**src/rtl/spi_tx_pkg.sv**
```systemverilog
// Shared definitions for the SPI frame initiators: FSM state codes,
// mode-0 line levels and default timing parameters.
package spi_tx_pkg;

    typedef logic [2:0] state_t;

    localparam state_t ST_IDLE  = 3'd0;
    localparam state_t ST_LEAD  = 3'd1;
    localparam state_t ST_HIGH  = 3'd2;
    localparam state_t ST_LOW   = 3'd3;
    localparam state_t ST_TRAIL = 3'd4;
    localparam state_t ST_GAP   = 3'd5;

    // Mode 0: SCLK idles low, chip select is active-low.
    localparam logic SCLK_IDLE    = 1'b0;
    localparam logic CSB_INACTIVE = 1'b1;

    localparam int DEFAULT_HALF_DIV   = 2;
    localparam int DEFAULT_GAP_CYCLES = 4;

endpackage

```
**src/rtl/spi_half_tick.sv**
```systemverilog
// Loadable down-counter: o_tick is high for one cycle every (i_load+1) cycles,
// and the period restarts from i_load whenever i_restart is asserted.
module spi_half_tick #(
    parameter int CNT_W = 3
) (
    input  logic             clk,
    input  logic             reset,
    input  logic             i_restart,
    input  logic [CNT_W-1:0] i_load,
    output logic             o_tick
);

    logic [CNT_W-1:0] count_q;
    logic [CNT_W-1:0] count_d;

    always_comb begin
        // NOTE: give every always_comb output a default first so no path leaves it unassigned (no latch).
        count_d = count_q;
        if (i_restart || (count_q == '0)) begin
            count_d = i_load;
        end else begin
            count_d = count_q - 1'b1;
        end
    end

    always_ff @(posedge clk or posedge reset) begin
        if (reset) begin
            count_q <= '0;
        end else begin
            // NOTE: sequential state uses non-blocking assignment so all flops update together.
            count_q <= count_d;
        end
    end

    assign o_tick = (count_q == '0);

endmodule

```
**src/rtl/spi_frame_tx.sv**
```systemverilog
// SPI mode-0 frame initiator: serialises a right-aligned payload MSB-first
// with fully registered CSB/SCLK/MOSI and an enforced CSB-high gap.
module spi_frame_tx
    import spi_tx_pkg::*;
#(
    parameter int MAX_BITS   = 48,
    parameter int HALF_DIV   = DEFAULT_HALF_DIV,
    parameter int GAP_CYCLES = DEFAULT_GAP_CYCLES,
    parameter int LEN_W      = $clog2(MAX_BITS + 1)
) (
    input  logic                clk,
    input  logic                reset,
    input  logic                i_valid,
    output logic                o_ready,
    input  logic [LEN_W-1:0]    i_len,
    input  logic [MAX_BITS-1:0] i_data,
    output logic                o_csb,
    output logic                o_sclk,
    output logic                o_mosi,
    output logic                o_busy,
    output logic                o_done
);

    localparam int TICK_MAX = (HALF_DIV > GAP_CYCLES) ? HALF_DIV : GAP_CYCLES;
    localparam int TICK_W   = $clog2(TICK_MAX + 1);

    localparam logic [LEN_W-1:0]  MAX_LEN    = LEN_W'(MAX_BITS);
    localparam logic [LEN_W-1:0]  LAST_BIT   = LEN_W'(1);
    localparam logic [TICK_W-1:0] PHASE_LOAD = TICK_W'(HALF_DIV - 1);
    localparam logic [TICK_W-1:0] GAP_LOAD   = TICK_W'(GAP_CYCLES - 1);

    state_t              state_q, state_d;
    logic [MAX_BITS-1:0] shift_q, shift_d;
    logic [LEN_W-1:0]    bits_q, bits_d;
    logic                csb_q, csb_d;
    logic                sclk_q, sclk_d;
    logic                mosi_q, mosi_d;
    logic                ready_q, ready_d;
    logic                busy_q, busy_d;
    logic                done_q, done_d;

    logic                accept;
    logic                tick;
    logic                restart;
    logic [TICK_W-1:0]   tick_load;
    logic [LEN_W-1:0]    len_clamped;
    logic [MAX_BITS-1:0] data_aligned;

    assign accept       = i_valid & ready_q;
    assign len_clamped  = (i_len > MAX_LEN) ? MAX_LEN : i_len;
    assign data_aligned = i_data << (MAX_LEN - len_clamped);

    // Every phase starts with a fresh count, so each lasts exactly its load+1 cycles.
    assign restart   = (state_d != state_q);
    assign tick_load = (state_d == ST_GAP) ? GAP_LOAD : PHASE_LOAD;

    spi_half_tick #(
        .CNT_W (TICK_W)
    ) u_half_tick (
        .clk       (clk),
        .reset     (reset),
        .i_restart (restart),
        .i_load    (tick_load),
        .o_tick    (tick)
    );

    always_comb begin
        state_d = state_q;
        shift_d = shift_q;
        bits_d  = bits_q;
        mosi_d  = mosi_q;
        done_d  = 1'b0;

        case (state_q)
            ST_IDLE: begin
                if (accept) begin
                    shift_d = data_aligned;
                    bits_d  = len_clamped;
                    if (len_clamped == '0) begin
                        state_d = ST_GAP;
                        done_d  = 1'b1;
                    end else begin
                        state_d = ST_LEAD;
                        mosi_d  = data_aligned[MAX_BITS-1];
                    end
                end
            end

            ST_LEAD: begin
                if (tick) state_d = ST_HIGH;
            end

            ST_HIGH: begin
                if (tick) begin
                    if (bits_q == LAST_BIT) begin
                        state_d = ST_TRAIL;
                    end else begin
                        // Next bit is presented on the falling edge, a full half-period before the rise.
                        state_d = ST_LOW;
                        shift_d = shift_q << 1;
                        bits_d  = bits_q - 1'b1;
                        mosi_d  = shift_q[MAX_BITS-2];
                    end
                end
            end

            ST_LOW: begin
                if (tick) state_d = ST_HIGH;
            end

            ST_TRAIL: begin
                if (tick) begin
                    state_d = ST_GAP;
                    done_d  = 1'b1;
                    mosi_d  = 1'b0;
                end
            end

            ST_GAP: begin
                if (tick) state_d = ST_IDLE;
            end

            default: begin
                state_d = ST_IDLE;
                mosi_d  = 1'b0;
            end
        endcase
    end

    always_comb begin
        csb_d   = ((state_d == ST_IDLE) || (state_d == ST_GAP)) ? CSB_INACTIVE : ~CSB_INACTIVE;
        sclk_d  = (state_d == ST_HIGH) ? ~SCLK_IDLE : SCLK_IDLE;
        ready_d = (state_d == ST_IDLE);
        busy_d  = (state_d != ST_IDLE);
    end

    always_ff @(posedge clk or posedge reset) begin
        if (reset) begin
            state_q <= ST_IDLE;
            shift_q <= '0;
            bits_q  <= '0;
            csb_q   <= CSB_INACTIVE;
            sclk_q  <= SCLK_IDLE;
            mosi_q  <= 1'b0;
            ready_q <= 1'b1;
            busy_q  <= 1'b0;
            done_q  <= 1'b0;
        end else begin
            state_q <= state_d;
            shift_q <= shift_d;
            bits_q  <= bits_d;
            csb_q   <= csb_d;
            sclk_q  <= sclk_d;
            mosi_q  <= mosi_d;
            ready_q <= ready_d;
            busy_q  <= busy_d;
            done_q  <= done_d;
        end
    end

    assign o_csb   = csb_q;
    assign o_sclk  = sclk_q;
    assign o_mosi  = mosi_q;
    assign o_ready = ready_q;
    assign o_busy  = busy_q;
    assign o_done  = done_q;

endmodule
```
**config.mk**
```make
export PLATFORM = sky130hd
export DESIGN_NAME = spi_frame_tx
export DESIGN_NICKNAME = d
export VERILOG_FILES = /design/src/rtl/spi_tx_pkg.sv /design/src/rtl/spi_half_tick.sv /design/src/rtl/spi_frame_tx.sv
export SDC_FILE = /design/constraint.sdc
export NUM_CORES = 1
export LEC_CHECK = 0
export ABC_AREA = 1
export BUFFER_PORTS_ARGS = -buffer_cell sky130_fd_sc_hd__buf_4
export CAP_MARGIN = 5
export CELL_PAD_IN_SITES_DETAIL_PLACEMENT = 0
export CELL_PAD_IN_SITES_GLOBAL_PLACEMENT = 1
export CORE_MARGIN = 5
export CORE_UTILIZATION = 45
export DETAILED_ROUTE_END_ITERATION = 7
export GPL_ROUTABILITY_DRIVEN = 1
export PLACE_DENSITY_LB_ADDON = 0.2
export RECOVER_POWER = 50
export SLEW_MARGIN = 30
export SYNTH_ARGS = -nofsm -noshare
export SYNTH_HDL_FRONTEND = slang
export SYNTH_HIERARCHICAL = 1
export SYNTH_SLANG_ARGS = --single-unit
export TNS_END_PERCENT = 100
```
**constraint.sdc**
```tcl
create_clock -name clk -period 6.1 [get_ports clk]
set_input_delay 0.61 -clock clk [delete_from_list [all_inputs] [get_ports clk]]
set_output_delay 0.61 -clock clk [all_outputs]
set_load 0.02 [all_outputs]
```
==> results.sh, run 1 <==
export IMPL_drc_errors=0
export IMPL_required_ns=6.38
export IMPL_core_um2=13300
export IMPL_multiInputGateArea_um2=3850
export IMPL_postCtsSetupBuffers=0
export IMPL_cts_root_buf="clkbuf_16"
export IMPL_vias_per_cell=5.48
export IMPL_wl_met2_mm=9.17
export IMPL_r2r_end="shift_q[43]"
export IMPL_yosysTopAreaCellShare=0.256
export IMPL_synth_distinct_cells=37
export IMPL_slew_viol_final=63
export IMPL_rows=42
export IMPL_dieArea_um2=16100
export IMPL_start_kind="input pin"
export IMPL_yosysMostFrequentCell="nand2_1"
export IMPL_initial_core_util=0.461
export IMPL_routed_top_layer="met4"
export IMPL_portBuffers=62
export IMPL_fin_skew_ns=0.00805
export IMPL_wire_per_inst_um=15.7
export IMPL_relSlewSlack=-1.31
export IMPL_grt_setup_unrepaired="no"
export IMPL_ant_nets=0
export IMPL_fin_hold_ws_ns=0.118
export IMPL_tritoncts="yes"
export IMPL_clock_fmax_mhz=264
export IMPL_dr_pass1_iters=5
export IMPL_ios=63
export IMPL_final_layout_size_suffix_gt1_frac=0.105
export IMPL_async_flop_share=1.00
export IMPL_dp_cells=1217
export IMPL_ys_flop_type="dfrtp_1"
export IMPL_synth_common_cells="nand2_1, nand3_1, a21oi_1"
export IMPL_grt_max_degree=83
export IMPL_regArea_um2=1630
export IMPL_power_per_cell_area_nw_per_um2=402
export IMPL_grt_use_total=0.239
export IMPL_timing_final_crit_share=0.621
export IMPL_critPathArrivalTime_ns=4.07
export IMPL_crit_chain="buf_4 > inv_1 > a21o_1 > ha_1 > inv_1 > nand2_1 > nand2_2 > inv_2 > nand3_1 > nand3_1 > nand3_1 > nand3_1 > nand2_1 > nand2_1 > nand2_1 > nand2_1"
export IMPL_grt_antenna_before_repair=0
export IMPL_vias=6755
export IMPL_seq_area_frac_synth=0.265
export IMPL_timing_setup_tns_ns=0
export IMPL_max_cap_viol_count=1
export IMPL_cp_slowest_cell="inv_2"
export IMPL_htreeDepth=3
export IMPL_timing_rr_start="state_q[2]"
export IMPL_startpoint="i_len[0]"
export IMPL_status="finished with violations"
export IMPL_postSynthAreaPerCell_um2=5.92
export IMPL_dp_hpwl_mm=13.9
export IMPL_crit_path_end="o_mosi"
export IMPL_die_w_um=127
export IMPL_overflow=0
export IMPL_power_total_mw=2.74
export IMPL_ys_ff_latch=65
export IMPL_syn_area_um2=6150
export IMPL_die_h_um=127
export IMPL_final_nets=1114
export IMPL_stdcell_count=1233
export IMPL_synth_enable_flop_cells=0
export IMPL_yosysTopAreaCell="dfrtp_1"
export IMPL_worstPathMaxFanout=48
export IMPL_fin_crit_ns=3.79
export IMPL_ir_worst_vdd_v=0.000190
export IMPL_postSynthCellCount=1039
export IMPL_violations="max-capacitance violations, max-slew violations"
export IMPL_n_fill_cell=1463
export IMPL_setup_violations=0
export IMPL_grt_pass1_wl_mm=31.7
export IMPL_clkSinkCount=65
export IMPL_path_class="in2reg"
export IMPL_areaGrowthSynthToFinish_pct=11.1
export IMPL_yosys_warnings=6
export IMPL_grt_pass1_vias=6182
export IMPL_cts_buffers=9
export IMPL_ys_top_cells_by_area="dfrtp_1, nand2_1, nand3_1"
export IMPL_clockBufferDepth=2
export IMPL_worstMarginPinSlew_ns=3.47
export IMPL_critical_path_max_stage_delay_ns=0.84
export IMPL_r2r_cells=9
export IMPL_antenna_cells=0
export IMPL_synth_nets=1101
export IMPL_initialDrtViolationCount=665
export IMPL_post_cts_resize_count=0
export IMPL_gp_congestion=0.931
export IMPL_power_leakage_nw=3.39
export IMPL_wl_met1_mm=8.81
export IMPL_postCtsHoldBufs=0
export IMPL_hold_path_class="in2async"
export IMPL_hold_violations=0
export IMPL_reg2reg_slack_ns=3.33
export IMPL_wl_met3_um=872
export IMPL_wl_mm=19.3
export IMPL_crit_top_cell="nand2_1"
export IMPL_critPathCaptureType="flop"
export IMPL_clkTransAtPathRegs_ns=0.06
export IMPL_clock_latency_ns=0.34
==> registers in the layout, indices dropped and copies added (netlist names) <==
register             count
o_busy                   1
shift_q                 47
state_q                  3
bits_q                   6
o_mosi                   1
o_sclk                   1
o_csb                    1
o_done                   1
u_half_tick/count_q      3
o_ready                  1
==> critical path: cells and delay by family <==
kind | cells | cell delay (ns)
simple gates | 10 | 1.47
buf+inv | 4 | 1.11
compound gates | 1 | 0.54
fa+ha+maj | 1 | 0.32
==> how the worst min path moves through the flow <==
stage                start                endpoint  slack, ns  cells past startpoint
6_report             reset  u_half_tick/count_q[2]       0.12                      2
3_5_place_dp   shift_q[40]             shift_q[40]       0.47                      2
5_1_grt              reset  u_half_tick/count_q[2]       0.14                      2
4_1_cts              reset  u_half_tick/count_q[2]       0.14                      2
2_1_floorplan        reset  u_half_tick/count_q[0]       0.36                      1
3_3_place_gp   shift_q[41]             shift_q[41]       0.46                      2
==> layer usage <==
metal / vias to the layer above / track usage
met3: 33 / 0.0307
met5: - / 0
li1: 3478 / -
met4: 0 / 0.0713
met1: 3080 / 0.325
met2: 164 / 0.398
==> metrics by stage <==
stage	utilization	setup slack (ns)	instance area [µm²]
6_report	0.512	2.31	6830
5_1_grt	0.512	1.76	6830
4_1_cts	0.513	2.32	6850
3_5_place_dp	0.490	1.98	6550
3_3_place_gp	0.490	2.05	6550
2_1_floorplan	-	3.35	6150
==> report_power, final <==
group / internal, mW / total, mW / switching, mW / leakage (nW)
Combinational: 0.472 / 1.44 / 0.968 / 2.47
Clock: 0.320 / 0.528 / 0.209 / 0.146
Sequential: 0.657 / 0.776 / 0.119 / 0.777
==> cells in the final DEF (no fill, tap or decap), types with 2 or more instances in the layout <==
cell and n:
o31ai_1 4, o22ai_1 4, dfrtp_1 63, dfstp_2 2
nand2_1 347, inv_1 69, nand3_1 147, clkbuf_1 5
nand4_1 14, clkbuf_16 9, o21ai_0 43, a21oi_1 88
nor2_1 63, inv_2 5, inv_6 2, clkinv_4 2
ha_1 5, clkinv_1 5, o21ai_2 11, mux2i_1 4
buf_4 68, o211ai_1 18, nor3_1 3, o21ai_1 52
nand2_2 3, clkinv_2 2, o21a_1 3, xor2_1 2
conb_1 2
==> cell families (layout without fill, tap and decap cells) <==
family / Yosys count / count (layout) / share of synthesized area
AND/OR/NAND/NOR: 580 / 580 / 0.392
AO/OA/AOI/OAI: 229 / 229 / 0.208
buffers and inverters: 151 / 169 / 0.110
flip-flops: 65 / 65 / 0.265
adder cells (fa/ha/maj): 5 / 5 / 0.0102
multiplexers: 5 / 5 / 0.0102
other: 2 / 2 / 0.00122
XOR/XNOR: 2 / 2 / 0.00285
==> area by class of cell <==
type                    instances  area share
multi-input cells             823       0.563
inverters                      80      0.0441
clock buffers                   9      0.0330
flip-flops and latches         65       0.238
clock inverters                 7      0.0114
repair buffers                 73      0.0775
well taps                     176      0.0322
(Power assumes the default switching activity.)
==> run 2, diff against run 1 <==
--- a/config.mk
+++ b/config.mk
@@ -5,13 +5,13 @@
 export SDC_FILE = /design/constraint.sdc
 export NUM_CORES = 1
 export LEC_CHECK = 0
-export ABC_AREA = 1
+export ABC_AREA = 0
 export BUFFER_PORTS_ARGS = -buffer_cell sky130_fd_sc_hd__buf_4
 export CAP_MARGIN = 5
 export CELL_PAD_IN_SITES_DETAIL_PLACEMENT = 0
 export CELL_PAD_IN_SITES_GLOBAL_PLACEMENT = 1
 export CORE_MARGIN = 5
-export CORE_UTILIZATION = 45
+export CORE_UTILIZATION = 46
 export DETAILED_ROUTE_END_ITERATION = 7
 export GPL_ROUTABILITY_DRIVEN = 1
 export PLACE_DENSITY_LB_ADDON = 0.2
==> constraint.sdc (replaced) <==
create_clock -name clk -period 3.7 [get_ports clk]
set_input_delay 0.37 -clock clk [delete_from_list [all_inputs] [get_ports clk]]
set_output_delay 0.37 -clock clk [all_outputs]
set_load 0.02 [all_outputs]
==> run 2 against run 1 <==
The flow now finishes without violations. Synthesized area rose by 5.9%. Routed wire length grew 26%. Power grew 56%. Hold slack better by 0.33 ns. First-iteration DRC count is 6.2% higher. Clock skew down 0.0019 ns. Die area increased by 3.3%. Non-clock buffer count grew 25. Combinational power rose by 49%.
==> results.sh, run 2 <==
export IMPL_fin_hold_ws_ns=0.452
export IMPL_top_register="shift_q"
export IMPL_areaGrowthSynthToFinish_pct=15.2
export IMPL_antenna_cells=0
export IMPL_grtUsageMet2=0.463
export IMPL_power_per_cell_area_nw_per_um2=571
export IMPL_grt_busiest_layer="met2"
export IMPL_crit_chain="buf_4 > nand2_1 > nand2_1 > ha_2 > nand2b_1 > mux2i_1 > mux2i_1 > o211ai_1 > a31o_2 > o221ai_1 > nand3_1"
export IMPL_final_layout_size_suffix_gt1_frac=0.197
export IMPL_ir_worst_vdd_v=0.000455
export IMPL_cts_buffers=9
export IMPL_synth_distinct_cells=74
export IMPL_ys_ff_latch=65
export IMPL_drc_errors=0
export IMPL_max_cap_viol_count=0
export IMPL_critPathArrivalTime_ns=3.47
export IMPL_fin_skew_ns=0.00613
export IMPL_yosysTopAreaCell="dfrtp_1"
export IMPL_syn_area_um2=6510
export IMPL_critPathCaptureType="flop"
export IMPL_power_total_mw=4.28
export IMPL_post_cts_resize_count=0
export IMPL_rows=43
export IMPL_dp_hpwl_mm=18.5
export IMPL_grt_setup_unrepaired="no"
export IMPL_hold_violations=0
export IMPL_slew_viol_final=0
export IMPL_clkTransAtPathRegs_ns=0.05
export IMPL_worstMarginPinSlew_ns=1.45
export IMPL_ant_nets=0
export IMPL_power_leakage_nw=3.18
export IMPL_yosysTopAreaCellShare=0.242
export IMPL_clockBufferDepth=2
export IMPL_fin_area_um2=7500
export IMPL_fin_crit_ns=3.21
export IMPL_synth_common_cells="nor2_1, nand2_1, a21oi_1"
export IMPL_synth_enable_flop_cells=0
export IMPL_grt_antenna_before_repair=2
export IMPL_dieArea_um2=16600
export IMPL_relSlewSlack=0.0337
export IMPL_start_kind="input pin"
export IMPL_path_class="in2reg"
export IMPL_final_nets=922
export IMPL_postPlaceCellArea_um2=7210
export IMPL_yosysMostFrequentCell="nor2_1"
export IMPL_dp_cells=1028
export IMPL_die_w_um=129
export IMPL_grt_pass1_vias=6806
export IMPL_postSynthCellCount=816
export IMPL_seq_area_frac_synth=0.250
export IMPL_grt_use_total=0.297
export IMPL_ys_flop_type="dfrtp_1"
export IMPL_overflow=0
export IMPL_ys_top_cells_by_area="dfrtp_1, mux2i_1, a21oi_1"
export IMPL_stdcell_count=1044
export IMPL_async_flop_share=1.00
export IMPL_layout_common_cells="nor2_1, nand2_1, buf_4"
export IMPL_grt_max_degree=50
export IMPL_met3_usage=0.0797
export IMPL_htreeDepth=3
export IMPL_vias_per_cell=6.66
export IMPL_final_setup_worst_slack_ns=0.494
export IMPL_ios=63
export IMPL_core_um2=13900
export IMPL_tritoncts="yes"
export IMPL_wl_mm=24.4
export IMPL_postSynthAreaPerCell_um2=7.98
export IMPL_postCtsSetupBuffers=0
export IMPL_largestRegisters="shift_q: 47 flops, bits_q: 6 flops"
export IMPL_required_ns=3.96
export IMPL_wire_per_inst_um=23.3
export IMPL_hold_path_class="reg2reg"
export IMPL_timing_setup_tns_ns=0
export IMPL_synth_nets=878
export IMPL_cp_slowest_cell="o211ai_1"
export IMPL_worstPathMaxFanout=28
export IMPL_yosys_warnings=6
export IMPL_final_common_cell="nor2_1"
export IMPL_grt_pass1_wl_mm=38.7
export IMPL_clkSinkCount=65
export IMPL_pre_cts_ws_ns=0.229
export IMPL_die_h_um=129
export IMPL_largest_reg_flops=47
export IMPL_initial_core_util=0.469
export IMPL_cts_root_buf="clkbuf_16"
export IMPL_setup_violations=0
export IMPL_initialDrtViolationCount=706
export IMPL_vias=6958
export IMPL_dr_pass1_iters=8
export IMPL_clock_latency_ns=0.33
export IMPL_clock_fmax_mhz=312
export IMPL_postCtsHoldBufs=1
export IMPL_critical_path_max_stage_delay_ns=0.57
export IMPL_timing_final_crit_share=0.867
export IMPL_status="finished, final reports clean"
export IMPL_post_route_util=0.540
export IMPL_portBuffers=62
export IMPL_gp_congestion=0.961
export IMPL_grt_util_met1=0.400
[run 2: cell count changes after synthesis, moves of 17 or more]
cell      delta
nand3_1    -125
mux2_2      +26
inv_1       -59
nor2_1      +29
o21ai_1     -43
nor3_1      +17
mux2i_1     +66
nand2_1    -257
a221oi_1    +17
[run 2: layout make-up]
cell class / instances / area, µm²
Tap cell: 180 / 225
Clock buffer: 12 / 246
Sequential cell: 65 / 1630
Clock inverter: 3 / 65.1
Fill cell: 1346 / 6380
Timing Repair Buffer: 98 / 726
Multi-Input combinational cell: 673 / 4560
Inverter: 13 / 48.8
[run 2: layer usage]
metal / vias up / part of all wire
met3: 65 / 0.090
met1: 3389 / 0.42
li1: 3173 / -
met4: 2 / 0.035
met2: 329 / 0.45
met5: - / 0.00037
[run 2: logic make-up (layout without fill, tap and decap cells)]
| group | after synthesis | after routing | synth area share |
|---|---|---|---|
| AO/OA/AOI/OAI | 275 | 275 | 0.282 |
| AND/OR/NAND/NOR | 275 | 275 | 0.189 |
| multiplexers | 113 | 113 | 0.209 |
| buffers and inverters | 78 | 126 | 0.0536 |
| flip-flops | 65 | 65 | 0.250 |
| adder cells (fa/ha/maj) | 5 | 5 | 0.00960 |
| XOR/XNOR | 3 | 3 | 0.00519 |
| other | 2 | 2 | 0.00115 |
[run 2: final timing paths]
kind	slack [ns]	endpoint	cells after the start	startpoint
min	0.45	u_half_tick/count_q[0]	1	u_half_tick/count_q[0]
max	0.49	shift_q[45]	11	i_len[4]
min reg2reg	0.45	u_half_tick/count_q[0]	1	u_half_tick/count_q[0]
max reg2reg	0.79	shift_q[35]	6	state_q[2]
min in group asynchronous	0.49	u_half_tick/count_q[0]	3	reset
max in group asynchronous	1.23	shift_q[13]	4	reset
[run 2: power by group]
part	switching, mW	internal [mW]
Sequential	0.202	1.02
Clock	0.308	0.604
Combinational	1.35	0.807
[run 2: worst max-delay path, delay by kind of cell]
family          cells  cell delay [ns]
buf+inv             1             0.17
compound gates      3             0.95
mux                 2             0.66
simple gates        4             0.78
fa+ha+maj           1             0.52
==> run 3, diff against run 2 <==
==> constraint.sdc (replaced) <==
create_clock -name clk -period 3.6 [get_ports clk]
set_input_delay 0.36 -clock clk [delete_from_list [all_inputs] [get_ports clk]]
set_output_delay 0.36 -clock clk [all_outputs]
set_load 0.02 [all_outputs]
==> run 3 against run 2 <==
Critical path depth increased by 1. Clock skew fell by 0.0016 ns. Clock power down 14%. Count of clock-buffer cells in the layout is 2 lower. The flow now finishes with violations (max-capacitance violations, max-slew violations). Register-to-register slack got worse by 0.15 ns. Non-clock buffer count unchanged. Hold slack got worse by 0.0013 ns.
==> results.sh, run 3 (synthesis results as in run 2) <==
export IMPL_critPathTopFamily="compound AO/OA/AOI/OAI gates"
export IMPL_areaGrowthSynthToFinish_pct=15.0
export IMPL_ios=63
export IMPL_clock_fmax_mhz=320
export IMPL_critical_path_max_stage_delay_ns=0.71
export IMPL_grt_use_total=0.299
export IMPL_power_total_mw=4.28
export IMPL_gp_congestion=1.00
export IMPL_clock_latency_ns=0.34
export IMPL_rows=43
export IMPL_cts_buffers=9
export IMPL_fin_hold_ws_ns=0.450
export IMPL_max_cap_viol_count=1
export IMPL_final_layout_size_suffix_gt1_frac=0.200
export IMPL_timing_final_crit_share=0.868
export IMPL_required_ns=3.80
export IMPL_vias=7011
export IMPL_die_h_um=129
export IMPL_clkTransAtPathRegs_ns=0.06
export IMPL_switching_share=0.452
export IMPL_fin_skew_ns=0.00451
export IMPL_start_kind="input pin"
export IMPL_critPathCaptureType="flop"
export IMPL_seqPwrFrac=0.294
export IMPL_path_class="in2reg"
export IMPL_grt_max_degree=50
export IMPL_n_fill_cell=1329
export IMPL_antenna_cells=0
export IMPL_portBuffers=62
export IMPL_post_cts_resize_count=0
export IMPL_top_register="shift_q"
export IMPL_overflow=0
export IMPL_dp_hpwl_mm=18.6
export IMPL_fin_crit_ns=3.13
export IMPL_final_common_cell="nor2_1"
export IMPL_hold_path_class="in2reg"
export IMPL_die_w_um=129
export IMPL_vias_per_cell=6.71
export IMPL_drc_errors=0
export IMPL_grt_pass1_wl_mm=38.6
export IMPL_clockBufferDepth=2
export IMPL_largestRegisters="shift_q: 47 flops, bits_q: 6 flops"
export IMPL_internal_power_mw=2.34
export IMPL_path_buf_inv=2
export IMPL_fin_area_um2=7490
export IMPL_htreeDepth=3
export IMPL_wl_mm=24.6
export IMPL_power_per_cell_area_nw_per_um2=571
export IMPL_wire_per_inst_um=23.5
export IMPL_dr_pass1_iters=5
export IMPL_slew_viol_final=44
export IMPL_power_leakage_nw=3.16
export IMPL_hold_violations=0
export IMPL_critPathArrivalTime_ns=3.33
export IMPL_p_sw_mw=1.93
export IMPL_ir_worst_vdd_v=0.000429
export IMPL_core_um2=13900
export IMPL_grt_pass1_vias=6715
export IMPL_worstMarginPinSlew_ns=1.95
export IMPL_final_setup_worst_slack_ns=0.474
export IMPL_comb_power_share=0.522
export IMPL_postPlaceCellArea_um2=7240
export IMPL_timing_setup_tns_ns=0
export IMPL_status="finished with violations"
export IMPL_initialDrtViolationCount=971
export IMPL_violations="max-capacitance violations, max-slew violations"
export IMPL_dieArea_um2=16600
export IMPL_setup_violations=0
export IMPL_largest_reg_flops=47
export IMPL_clkSinkCount=65
export IMPL_clkPwrFrac=0.184
export IMPL_grt_antenna_before_repair=0
export IMPL_initial_core_util=0.469
export IMPL_worstPathMaxFanout=25
export IMPL_grt_setup_unrepaired="no"
export IMPL_final_nets=922
export IMPL_layout_common_cells="nor2_1, nand2_1, buf_4"
export IMPL_ant_nets=0
export IMPL_relSlewSlack=-0.307
export IMPL_cts_root_buf="clkbuf_16"
export IMPL_cp_slowest_cell="ha_2"
export IMPL_crit_chain="buf_4 > nand2_1 > nand2_1 > ha_2 > buf_4 > mux2i_1 > mux2_2 > nor2_1 > a21oi_1 > o22ai_1 > a21oi_1 > o211ai_1"
export IMPL_pre_cts_ws_ns=0.203
export IMPL_tritoncts="yes"
## run 3: cell count changes in the layout (fill, tap and decap cells not counted), moves of 2 or more
cell,before,now
buf_12,1,4
buf_4,89,85
bufinv_16,2,0
clkinv_2,1,4
clkinvlp_4,0,2
## run 3: cell type report
class / count / area [µm²] / area share
Tap cell: 180 / 225 / 0.0301
Timing Repair Buffer: 98 / 759 / 0.101
Sequential cell: 65 / 1630 / 0.218
Multi-Input combinational cell: 673 / 4560 / 0.609
Inverter: 13 / 50.0 / 0.00668
Clock buffer: 10 / 229 / 0.0306
Clock inverter: 6 / 35.0 / 0.00468
## run 3: stage by stage
step / util / cells
2_1_floorplan: - / 816
3_3_place_gp: 0.522 / 1028
3_5_place_dp: 0.522 / 1028
4_1_cts: 0.542 / 1045
5_1_grt: 0.540 / 1045
6_report: 0.540 / 1045
## run 3: power groups by stage
| stage | clock [mW] | combinational [mW] | sequential, mW |
|---|---|---|---|
| after global placement | 0 | 2.15 | 1.25 |
| after CTS | 0.792 | 2.20 | 1.25 |
| after floorplan | 0 | 1.55 | 1.20 |
| after detailed placement | 0 | 2.19 | 1.26 |
| final | 0.787 | 2.23 | 1.26 |
| after global routing | 0.837 | 2.44 | 1.29 |
## run 3: timing repair
item / in CTS / in global routing
hold endpoints to repair: 3 / 0
hold buffers: 1 / 0
buffers inserted: 0 / 0
## run 3: worst paths after layout
kind / start / cells past startpoint / slack (ns) / endpoint
max: i_len[4] / 12 / 0.47 / shift_q[39]
min: i_len[5] / 3 / 0.45 / bits_q[5]
max in group asynchronous: reset / 4 / 1.22 / shift_q[35]
min in group asynchronous: reset / 3 / 0.49 / u_half_tick/count_q[0]
min reg2reg: u_half_tick/count_q[0] / 1 / 0.45 / u_half_tick/count_q[0]
max reg2reg: state_q[2] / 6 / 0.64 / shift_q[34]
## run 3: worst reg2reg max path, cell delays in order, from the launching register on
cell and delay (ns):
dfrtp_1 0.53, or3_1 0.50, nor2_2 0.46, nand2_1 0.23, nor2_1 0.70, o211ai_1 0.29, nand4_1 0.17
## run 3: per-layer routing
layer	global-route usage	up-vias	part of all wire
met2	0.466	375	0.45
li1	-	3173	-
met4	0.106	0	0.037
met1	0.411	3403	0.42
met3	0.0619	60	0.091
met5	0	-	0
